File: config.mk
export PLATFORM = sky130hd
export DESIGN_NAME = mux_arbiter
export DESIGN_NICKNAME = d
export VERILOG_FILES = /design/src/rtl/mux_arbiter.sv
export SDC_FILE = /design/constraint.sdc
export NUM_CORES = 1
export LEC_CHECK = 0
export ABC_AREA = 1
export BUFFER_PORTS_ARGS = -buffer_cell sky130_fd_sc_hd__buf_4
export CAP_MARGIN = 20
export CORE_MARGIN = 1
export CORE_UTILIZATION = 48
export DETAILED_ROUTE_END_ITERATION = 10
export GPL_TIMING_DRIVEN = 0
export PLACE_DENSITY = 0.89
export SLEW_MARGIN = 30
export SYNTH_ARGS = -nofsm -noshare
export SYNTH_HDL_FRONTEND = slang
export SYNTH_SLANG_ARGS = --single-unit
File: constraint.sdc
create_clock -name Clock -period 1.75 [get_ports Clock]
set_input_delay 0.35 -clock Clock [delete_from_list [all_inputs] [get_ports Clock]]
set_output_delay 0.35 -clock Clock [all_outputs]
set_load 0.02 [all_outputs]
File: src/rtl/mux_arbiter.sv
// rtl/mux_arbiter.sv - two-requester arbiter feeding one registered output slot
// Tie policy: fixed priority to Input1; define ROUND_ROBIN_EN for round-robin on ties.
module mux_arbiter #(
    parameter int WIDTH     = 17,
    parameter int CNT_WIDTH = 8
) (
    input  logic                 Clock,
    input  logic                 Reset,
    input  logic                 Req1,
    input  logic [WIDTH-1:0]     Input1,
    input  logic                 Req2,
    input  logic [WIDTH-1:0]     Input2,
    output logic                 Ack1,
    output logic                 Ack2,
    output logic                 Selection,
    output logic [WIDTH-1:0]     Output,
    output logic                 OutValid,
    input  logic                 OutReady,
    output logic [CNT_WIDTH-1:0] GrantCount1,
    output logic [CNT_WIDTH-1:0] GrantCount2
);

    typedef enum logic {
        EMPTY = 1'b0,
        FULL  = 1'b1
    } state_t;

    localparam logic [CNT_WIDTH-1:0] CNT_MAX = '1;

    state_t state;
    state_t state_nxt;
    logic   elig1;
    logic   elig2;
    logic   capture;
    logic   winner;
    logic   tie_winner;

    // A requester whose Ack is high is still showing the item just taken.
    assign elig1 = Req1 & ~Ack1;
    assign elig2 = Req2 & ~Ack2;

`ifdef ROUND_ROBIN_EN
    logic last_grant;

    assign tie_winner = ~last_grant;

    always_ff @(posedge Clock or negedge Reset) begin
        if (!Reset) begin
            last_grant <= 1'b1;
        end else if (capture) begin
            last_grant <= winner;
        end
    end
`else
    assign tie_winner = 1'b0;
`endif

    always_ff @(posedge Clock or negedge Reset) begin
        if (!Reset) begin
            state <= EMPTY;
        end else begin
            state <= state_nxt;
        end
    end

    always_comb begin
        state_nxt = state;
        capture   = 1'b0;
        winner    = 1'b0;
        if (elig1 && elig2) begin
            winner = tie_winner;
        end else begin
            winner = elig2;
        end
        if (state == EMPTY) begin
            if (elig1 || elig2) begin
                capture   = 1'b1;
                state_nxt = FULL;
            end
        end else if (OutReady) begin
            if (elig1 || elig2) begin
                capture = 1'b1;
            end else begin
                state_nxt = EMPTY;
            end
        end
    end

    assign OutValid = (state == FULL);

    always_ff @(posedge Clock or negedge Reset) begin
        if (!Reset) begin
            Output      <= '0;
            Selection   <= 1'b0;
            Ack1        <= 1'b0;
            Ack2        <= 1'b0;
            GrantCount1 <= '0;
            GrantCount2 <= '0;
        end else begin
            Ack1 <= capture & ~winner;
            Ack2 <= capture & winner;
            if (capture) begin
                Output    <= winner ? Input2 : Input1;
                Selection <= winner;
                if (!winner && GrantCount1 != CNT_MAX) begin
                    GrantCount1 <= GrantCount1 + CNT_WIDTH'(1);
                end
                if (winner && GrantCount2 != CNT_MAX) begin
                    GrantCount2 <= GrantCount2 + CNT_WIDTH'(1);
                end
            end
        end
    end

endmodule
==> results of run 1 <==
[through the flow]
stage | utilization (%) | area, µm² | power (W)
2_1_floorplan | - | 1880 | 0.00174
3_3_place_gp | 67.3 | 2500 | 0.00216
3_5_place_dp | 67.3 | 2500 | 0.00220
4_1_cts | 70.9 | 2630 | 0.00307
5_1_grt | 70.9 | 2630 | 0.00323
6_report | 70.9 | 2630 | 0.00304
[layout make-up]
type | count | area [µm²] | share of cell area, %
clock buffers | 5 | 68.8 | 2.61
multi-input cells | 184 | 846 | 32.1
inverters | 16 | 62.6 | 2.38
flip-flops and latches | 37 | 926 | 35.2
plain buffers | 5 | 42.5 | 1.62
repair buffers | 75 | 563 | 21.4
clock inverters | 3 | 65.1 | 2.47
well taps | 48 | 60.1 | 2.28
[power by group through the flow]
| stage | clock [W] | sequential (W) | combinational [W] |
|---|---|---|---|
| floorplan | 0 | 0.00141 | 0.000336 |
| global placement | 0 | 0.00121 | 0.000955 |
| detailed placement | 0 | 0.00122 | 0.000982 |
| CTS | 0.000885 | 0.00120 | 0.000983 |
| global route | 0.000925 | 0.00123 | 0.00107 |
| finish | 0.000862 | 0.00121 | 0.000968 |
[synthesized netlist by cell type, drive strengths merged]
cell	instances
o21ai	4
dfrtp	37
nor2	10
a21oi	2
buf	5
xnor2	2
nand2	130
ha	2
nand4	1
xor2	2
inv	16
nand3	27
nand3b	4
[state kept, by name, indices dropped and copies added (netlist names)]
name	flops
Ack1	1
Output	17
OutValid	1
Ack2	1
Selection	1
GrantCount2	8
GrantCount1	8
[routing by layer]
| layer | vias to the layer above | part of all wire, % | track usage, % | wire length [µm] |
|---|---|---|---|---|
| met1 | 816 | 43 | 26.4 | 1830 |
| met3 | 6 | 4.2 | 4.93 | 178 |
| met4 | 0 | 1.6 | 8.89 | 66 |
| met2 | 45 | 51 | 39.7 | 2170 |
| li1 | 917 | - | - | - |
| met5 | - | 0 | 0 | 0 |
[cells by family (layout without fill, tap and decap cells)]
group,after synthesis,in the layout,share of synthesized area [%]
AOI/OAI and AO/OA,6,6,2.00
xor gates and xnor gates,4,4,1.87
adders and majority gates,2,2,1.33
buffers and inverters,21,104,5.60
DFF,37,37,49.3
and+or+nand+nor,172,172,39.9
[worst max path at each step]
stage,from,endpoint,depth (start not counted)
2_1_floorplan,GrantCount1[0],GrantCount1[5],8
3_3_place_gp,GrantCount1[0],GrantCount1[7],8
3_5_place_dp,GrantCount1[0],GrantCount1[5],8
4_1_cts,GrantCount1[0],GrantCount1[5],8
5_1_grt,GrantCount1[0],GrantCount1[7],8
6_report,GrantCount1[0],GrantCount1[7],8
==> metrics.md, run 1 <==
| Metric | Value |
|---|---|
| Commonest non-fill, non-tap cell in the layout | `nand2_1` |
| Hold Buf Count CTS | `0` |
| Clk_lat worst skew | `290 ps` |
| Synth Instances | `242` |
| Largest net degree at the start of global routing | `38` |
| Fin crit period | `1420 ps` |
| Antenna diodes | `0` |
| RSZ-0062 raised after global routing | `no` |
| WP data arrival | `1600 ps` |
| Vias in the first global route | `1623` |
| CTS resizes | `0` |
| Die span in x | `64.5 µm` |
| Clock Skew | `8.23 ps` |
| Final period utilization | `81.1%` |
| DR DRC count | `0` |
| Distinct cells, synth | `24` |
| Reg-to-reg setup timing slack | `330 ps` |
| Area leader, netlist | `dfrtp_1` |
| Status | `finished clean` |
| CP required | `1930 ps` |
| First drt pass iteration count | `4` |
| Synth Net Count | `283` |
| Hpwl dp | `3160 µm` |
| Clock power share | `28.4%` |
| Leak Pwr | `1.44 nW` |
| Post-Syn Area per Cell | `7.76 µm²` |
| CTS Buffer Depth | `2` |
| Peak Freq | `704 MHz` |
| CTS root buf | `clkbuf_8` |
| Critical path class | `reg -> reg` |
| Non-Filler Instances | `373` |
| Setup crit end kind | `flip-flop` |
| Max_cap viols | `0` |
| Crit-path max FO | `9` |
| Wire per inst | `11.4 µm` |
| TritonCTS clock tree | `built` |
| Sw Ratio | `33.3%` |
| Initial Utilization | `50.5%` |
| Die Ht | `64.5 µm` |
| Yosys reg bits | `37` |
| Commonest non-fill, non-tap cells in the layout | `nand2_1 (124), buf_4 (77), dfrtp_1 (37)` |
| Switching power | `0.00101 W` |
| Critical path cell sequence | `ha_1 -> nand3_1 -> inv_1 -> nand2_1 -> nand2_2 -> inv_2 -> nand2_1 -> nand2_1` |
| Total power per unit cell area | `1150 mW/mm²` |
| Final nets | `365` |
| Sequential area share after synthesis | `49.3%` |
| RePlAce Congestion | `0.791` |
| Setup Viol. Count Final | `0` |
| I/O pin cnt | `76` |
| Setup TNS | `0 ps` |
| All-Layer GR Usage | `22.5%` |
| DIE AREA | `0.00416 mm²` |
| Reg2reg path depth | `8` |
| WP buf/inv | `2` |
| Via count | `1784` |
| Layout cells sized above 1 | `31.1%` |
| Placed Cells | `365` |
| Slew Limit Fails | `0` |
| Comb power frac | `31.9%` |
| H-tree Lvls | `2` |
| Slowest cell delay on critical path | `440 ps` |
| Part of the power in registers | `39.8%` |
| Clk slew on worst S/H paths | `70 ps` |
| Hold WC Path Type | `in -> async` |
| Total gr overflow | `0` |
| Rel. slew slack | `69.8%` |
| Worst slew pin tran | `453 ps` |
| CP startpoint kind | `flip-flop` |
| Crit-path slowest cell | `dfrtp_1` |
| Row cnt | `22` |
| Post-synth top area share | `49.3%` |
| Post-Route Hold Slack | `5.64 ps` |
| Final hold violations | `0` |
| Total Routed Length | `4250 µm` |
| Crit Reg-Reg Startpoint | `GrantCount1[0]` |
| Area contributors post-synth | `dfrtp_1 (49%), nand2_1 (25%), nand3_1 (6.7%), inv_1 (2.8%), nor2_1 (1.8%)` |
| Number of DRC markers in iteration 0 | `88` |
| Synthesis warning total | `0` |
| Vias/cell | `4.78` |
| Core area | `0.00372 mm²` |
| # Post-CTS Setup Buffers | `0` |
| Pint | `0.00203 W` |
| Worst Slack Setup Final | `330 ps` |
| Num Clock Sinks | `37` |
| First-pass GRT wire length | `7110 µm` |
| Synthesized area | `0.00188 mm²` |
| Layout area overhead | `40.3%` |
| Placement Setup Slack | `342 ps` |
| Cell family with most CP delay | `simple AND/OR/NAND/NOR gates` |
| IO Port Bufs | `75` |
| Fill cells | `317` |
| CTS Buf Count | `5` |
| Initial antenna violation count | `0` |
| Routed Antenna Nets | `0` |
| Most frequent CP cell | `nand2_1` |
| Worst r2r dst | `GrantCount1[7]` |
| Worst IR drop on VDD | `0.694 mV` |
(Power assumes the default switching activity.)
==> inputs of run 2 (changes only) <==
ABC_AREA = 0   (was 1)
CORE_UTILIZATION = 42   (was 48)
PLACE_DENSITY = 0.86   (was 0.89)
clock period = 1.24 ns   (was 1.75 ns; I/O delays follow)
==> run 2 against run 1 <==
The flow now finishes with violations (setup timing). Clock skew decreased by 3.5 ps. Cell area is 13% higher. Clock power rose by 45%. Die area grew 1.4%. Global-route usage increased by 2.2 points. First-iteration DRC count rose by 73%. Power increased by 79%. Wire length up 23%. Synthesized area shrank 11%. Utilization increased by 8.9 points. Synthesized cell count shrank 40%.
==> metrics.md, run 2 <==
| Metric | Value |
|---|---|
| Area contributors post-synth | `dfrtp_1 (56%), a222oi_1 (10%), mux2_1 (4.1%), inv_1 (3.8%), xor2_1 (2.6%)` |
| Critical path class | `reg -> reg` |
| Vias/cell | `5.45 (+14%)` |
| Peak Freq | `677 MHz (-3.8%)` |
| Hold WC Path Type | `in -> reg` |
| Largest net degree at the start of global routing | `38 (unchanged)` |
| Worst IR drop on VDD | `1.54 mV (+120%)` |
| Initial Utilization | `44.5% (-6.0 points)` |
| DR DRC count | `0 (unchanged)` |
| Synth Net Count | `187 (-34%)` |
| Final nets | `297 (-19%)` |
| DIE AREA | `0.00422 mm² (+1.4%)` |
| Hold path cells | `3` |
| RSZ-0062 raised after global routing | `yes` |
| Die span in x | `65.0 µm (+0.71%)` |
| Commonest non-fill, non-tap cell in the layout | `buf_4` |
| Largest register FFs | `17 (unchanged)` |
| I/O pin cnt | `76 (unchanged)` |
| Routed Antenna Nets | `0 (unchanged)` |
| Reg2reg path depth | `4 (-4)` |
| First drt pass iteration count | `6 (+2)` |
| Post-Syn Area per Cell | `11.4 µm² (+47%)` |
| Yosys reg bits | `37 (unchanged)` |
| Post-Route Hold Slack | `163 ps (+157 ps)` |
| Setup crit end kind | `flip-flop` |
| Most frequent cell after synthesis | `dfrtp_1` |
| Via count | `1661 (-6.9%)` |
| Commonest non-fill, non-tap cells in the layout | `buf_4 (82), dfrtp_1 (26), buf_6 (21)` |
| Placed cell areas | `0.00238 mm² (-5.0%)` |
| Synthesized area | `0.00167 mm² (-11%)` |
| TritonCTS clock tree | `built` |
| Fin crit period | `1480 ps (+56.7 ps)` |
| Setup Viol. Count Final | `32 (+32)` |
| IO Port Bufs | `75 (unchanged)` |
| Leak Pwr | `1.52 nW (+5.5%)` |
| Row cnt | `22 (unchanged)` |
| Reg-to-reg setup timing slack | `-240 ps (-570 ps)` |
| WP data arrival | `1660 ps (+60 ps)` |
| CTS root buf | `clkbuf_8` |
| Post-synth top area share | `55.6% (+6.2 points)` |
| Num Clock Sinks | `37 (unchanged)` |
| H-tree Lvls | `2 (unchanged)` |
| Layout cells sized above 1 | `63.4% (+32 points)` |
| Number of flops mapped to enable cells by yosys | `0 (unchanged)` |
| Clock Skew | `4.70 ps (-3.53 ps)` |
| Distinct cells, synth | `33 (+38%)` |
| Crit-path max FO | `5 (-4)` |
| Vias in the first global route | `1661 (+2.3%)` |
| Clk slew on worst S/H paths | `80 ps (about the same)` |
| Hpwl dp | `2910 µm (-8.0%)` |
| Worst Slack Setup Final | `-236 ps (-567 ps)` |
| Antenna diodes | `0 (unchanged)` |
| RePlAce Congestion | `0.744 (-5.9%)` |
| Placement Setup Slack | `-262 ps (-604 ps)` |
| Total power per unit cell area | `1820 mW/mm² (+58%)` |
| Initial antenna violation count | `0 (unchanged)` |
| Design Area, Final | `0.00299 mm² (+13%)` |
| All-Layer GR Usage | `24.8% (+2.2 points)` |
| Failing checks | `setup timing` |
| Die Ht | `65.0 µm (+0.71%)` |
| Non-Filler Instances | `305 (-18%)` |
| Total gr overflow | `0 (unchanged)` |
| Worst slew pin tran | `468 ps (+15.4 ps)` |
| Rel. slew slack | `68.8% (-1.0 points)` |
| CTS Buffer Depth | `2 (unchanged)` |
| Total Routed Length | `5230 µm (+23%)` |
| CP required | `1430 ps (-500 ps)` |
| Layout area overhead | `79.1%` |
| Core area | `0.00374 mm² (+0.74%)` |
| CP startpoint kind | `flip-flop` |
| Status | `finished with violations` |
| First-pass GRT wire length | `7760 µm (+9.0%)` |
| Placed Cells | `269 (-26%)` |
| CTS Buf Count | `5 (unchanged)` |
| Most used flip-flop cell after synthesis | `dfrtp_1` |
| Top Registers | `Output x17, GrantCount1 x8, GrantCount2 x8` |
| Synthesis warning total | `0 (unchanged)` |
| Area leader, netlist | `dfrtp_1` |
| Clk_lat worst skew | `290 ps (about the same)` |
| Wire per inst | `17.1 µm (+50%)` |
| Number of DRC markers in iteration 0 | `152 (+73%)` |
| Synth Instances | `146 (-40%)` |
| Final period utilization | `119% (+38 points)` |
| Hold worst-path end | `Output[15]` |
| Largest Register | `Output` |
| Sequential area share after synthesis | `55.6% (+6.2 points)` |
| Final hold violations | `0 (unchanged)` |
| Slew Limit Fails | `0 (unchanged)` |
| Worst r2r dst | `GrantCount2[7]` |
| Min-delay src | `Input2[15]` |
| Post-synth top cells | `dfrtp_1 (37), a222oi_1 (17), inv_1 (17), nand2_1 (11), nand3_1 (7)` |
| Max_cap viols | `0 (unchanged)` |
| Fin util | `79.7% (+8.9 points)` |
| Crit Reg-Reg Startpoint | `GrantCount2[3]` |
| Ys async rst share | `100% (unchanged)` |
## run 2: changes by cell type after synthesis, moves of 4 or more
cell	previous run	this run
nand2_1	124	11
nand3_1	25	7
a222oi_1	0	17
mux2_1	0	6
nor2_1	9	4
a21oi_1	1	5
nand2_2	4	0
nand3b_1	4	0
nor3_1	0	4
## run 2: per-stage QoR
| stage | TNS, ps | total power, W |
|---|---|---|
| 2_1_floorplan | -2560 | 0.00281 |
| 3_3_place_gp | -3550 | 0.00352 |
| 3_5_place_dp | -4300 | 0.00359 |
| 4_1_cts | -3460 | 0.00522 |
| 5_1_grt | -6880 | 0.00571 |
| 6_report | -4500 | 0.00544 |
## run 2: power by group
group | switching [W] | total [W] | internal [W]
Clock | 0.000448 | 0.00125 | 0.000799
Sequential | 0.000360 | 0.00189 | 0.00153
Combinational | 0.00111 | 0.00231 | 0.00120
## run 2: worst max path at each step
stage,from,end,slack (ps),depth (start not counted)
after global placement,Ack1,Output[1],-190,5
after CTS,OutValid,Output[11],-180,5
after detailed placement,Ack1,Output[3],-260,5
after floorplan,GrantCount2[0],GrantCount2[1],-130,5
after global routing,OutValid,Output[13],-280,6
final,GrantCount2[3],GrantCount2[7],-240,4
## run 2: area by class of cell
| type | instances | area, µm² |
|---|---|---|
| Timing Repair Buffer | 103 | 866 |
| Clock buffer | 5 | 68.8 |
| Fill cell | 235 | 758 |
| Inverter | 19 | 73.8 |
| Tap cell | 48 | 60.1 |
| Multi-Input combinational cell | 85 | 856 |
| Sequential cell | 37 | 940 |
| Buffer | 5 | 56.3 |
| Clock inverter | 3 | 65.1 |
## run 2: cells by family after synthesis
group,Yosys count,share of synthesized area (%)
AND/OR/NAND/NOR,43,14.6
flip-flops,37,55.6
AO/OA/AOI/OAI,26,13.4
buffers and inverters,24,6.31
multiplexers,8,5.56
XOR/XNOR,6,3.15
adder cells (fa/ha/maj),2,1.50
## run 2: what timing repair did
item,in CTS,in global routing
gates resized for setup,40,20
setup buffers,21,6
gates cloned,0,2
hold buffers,1,0
hold endpoints to repair,37,0
endpoints found under the setup margin,31,37
pin swaps,23,11
## run 2: critical path: stages (launching register included)
cell     delay, ps
dfrtp_2        420
and3_1         240
nand3_2        160
nor3_4         220
mux2_4         310
## run 2: per-layer routing
metal,part of all wire [%],global-route usage (%),vias to the layer above
met1,38,28.8,817
met3,7.1,5.99,8
met5,0,0,-
met2,54,45.3,83
met4,1.4,5.56,0
li1,-,-,753
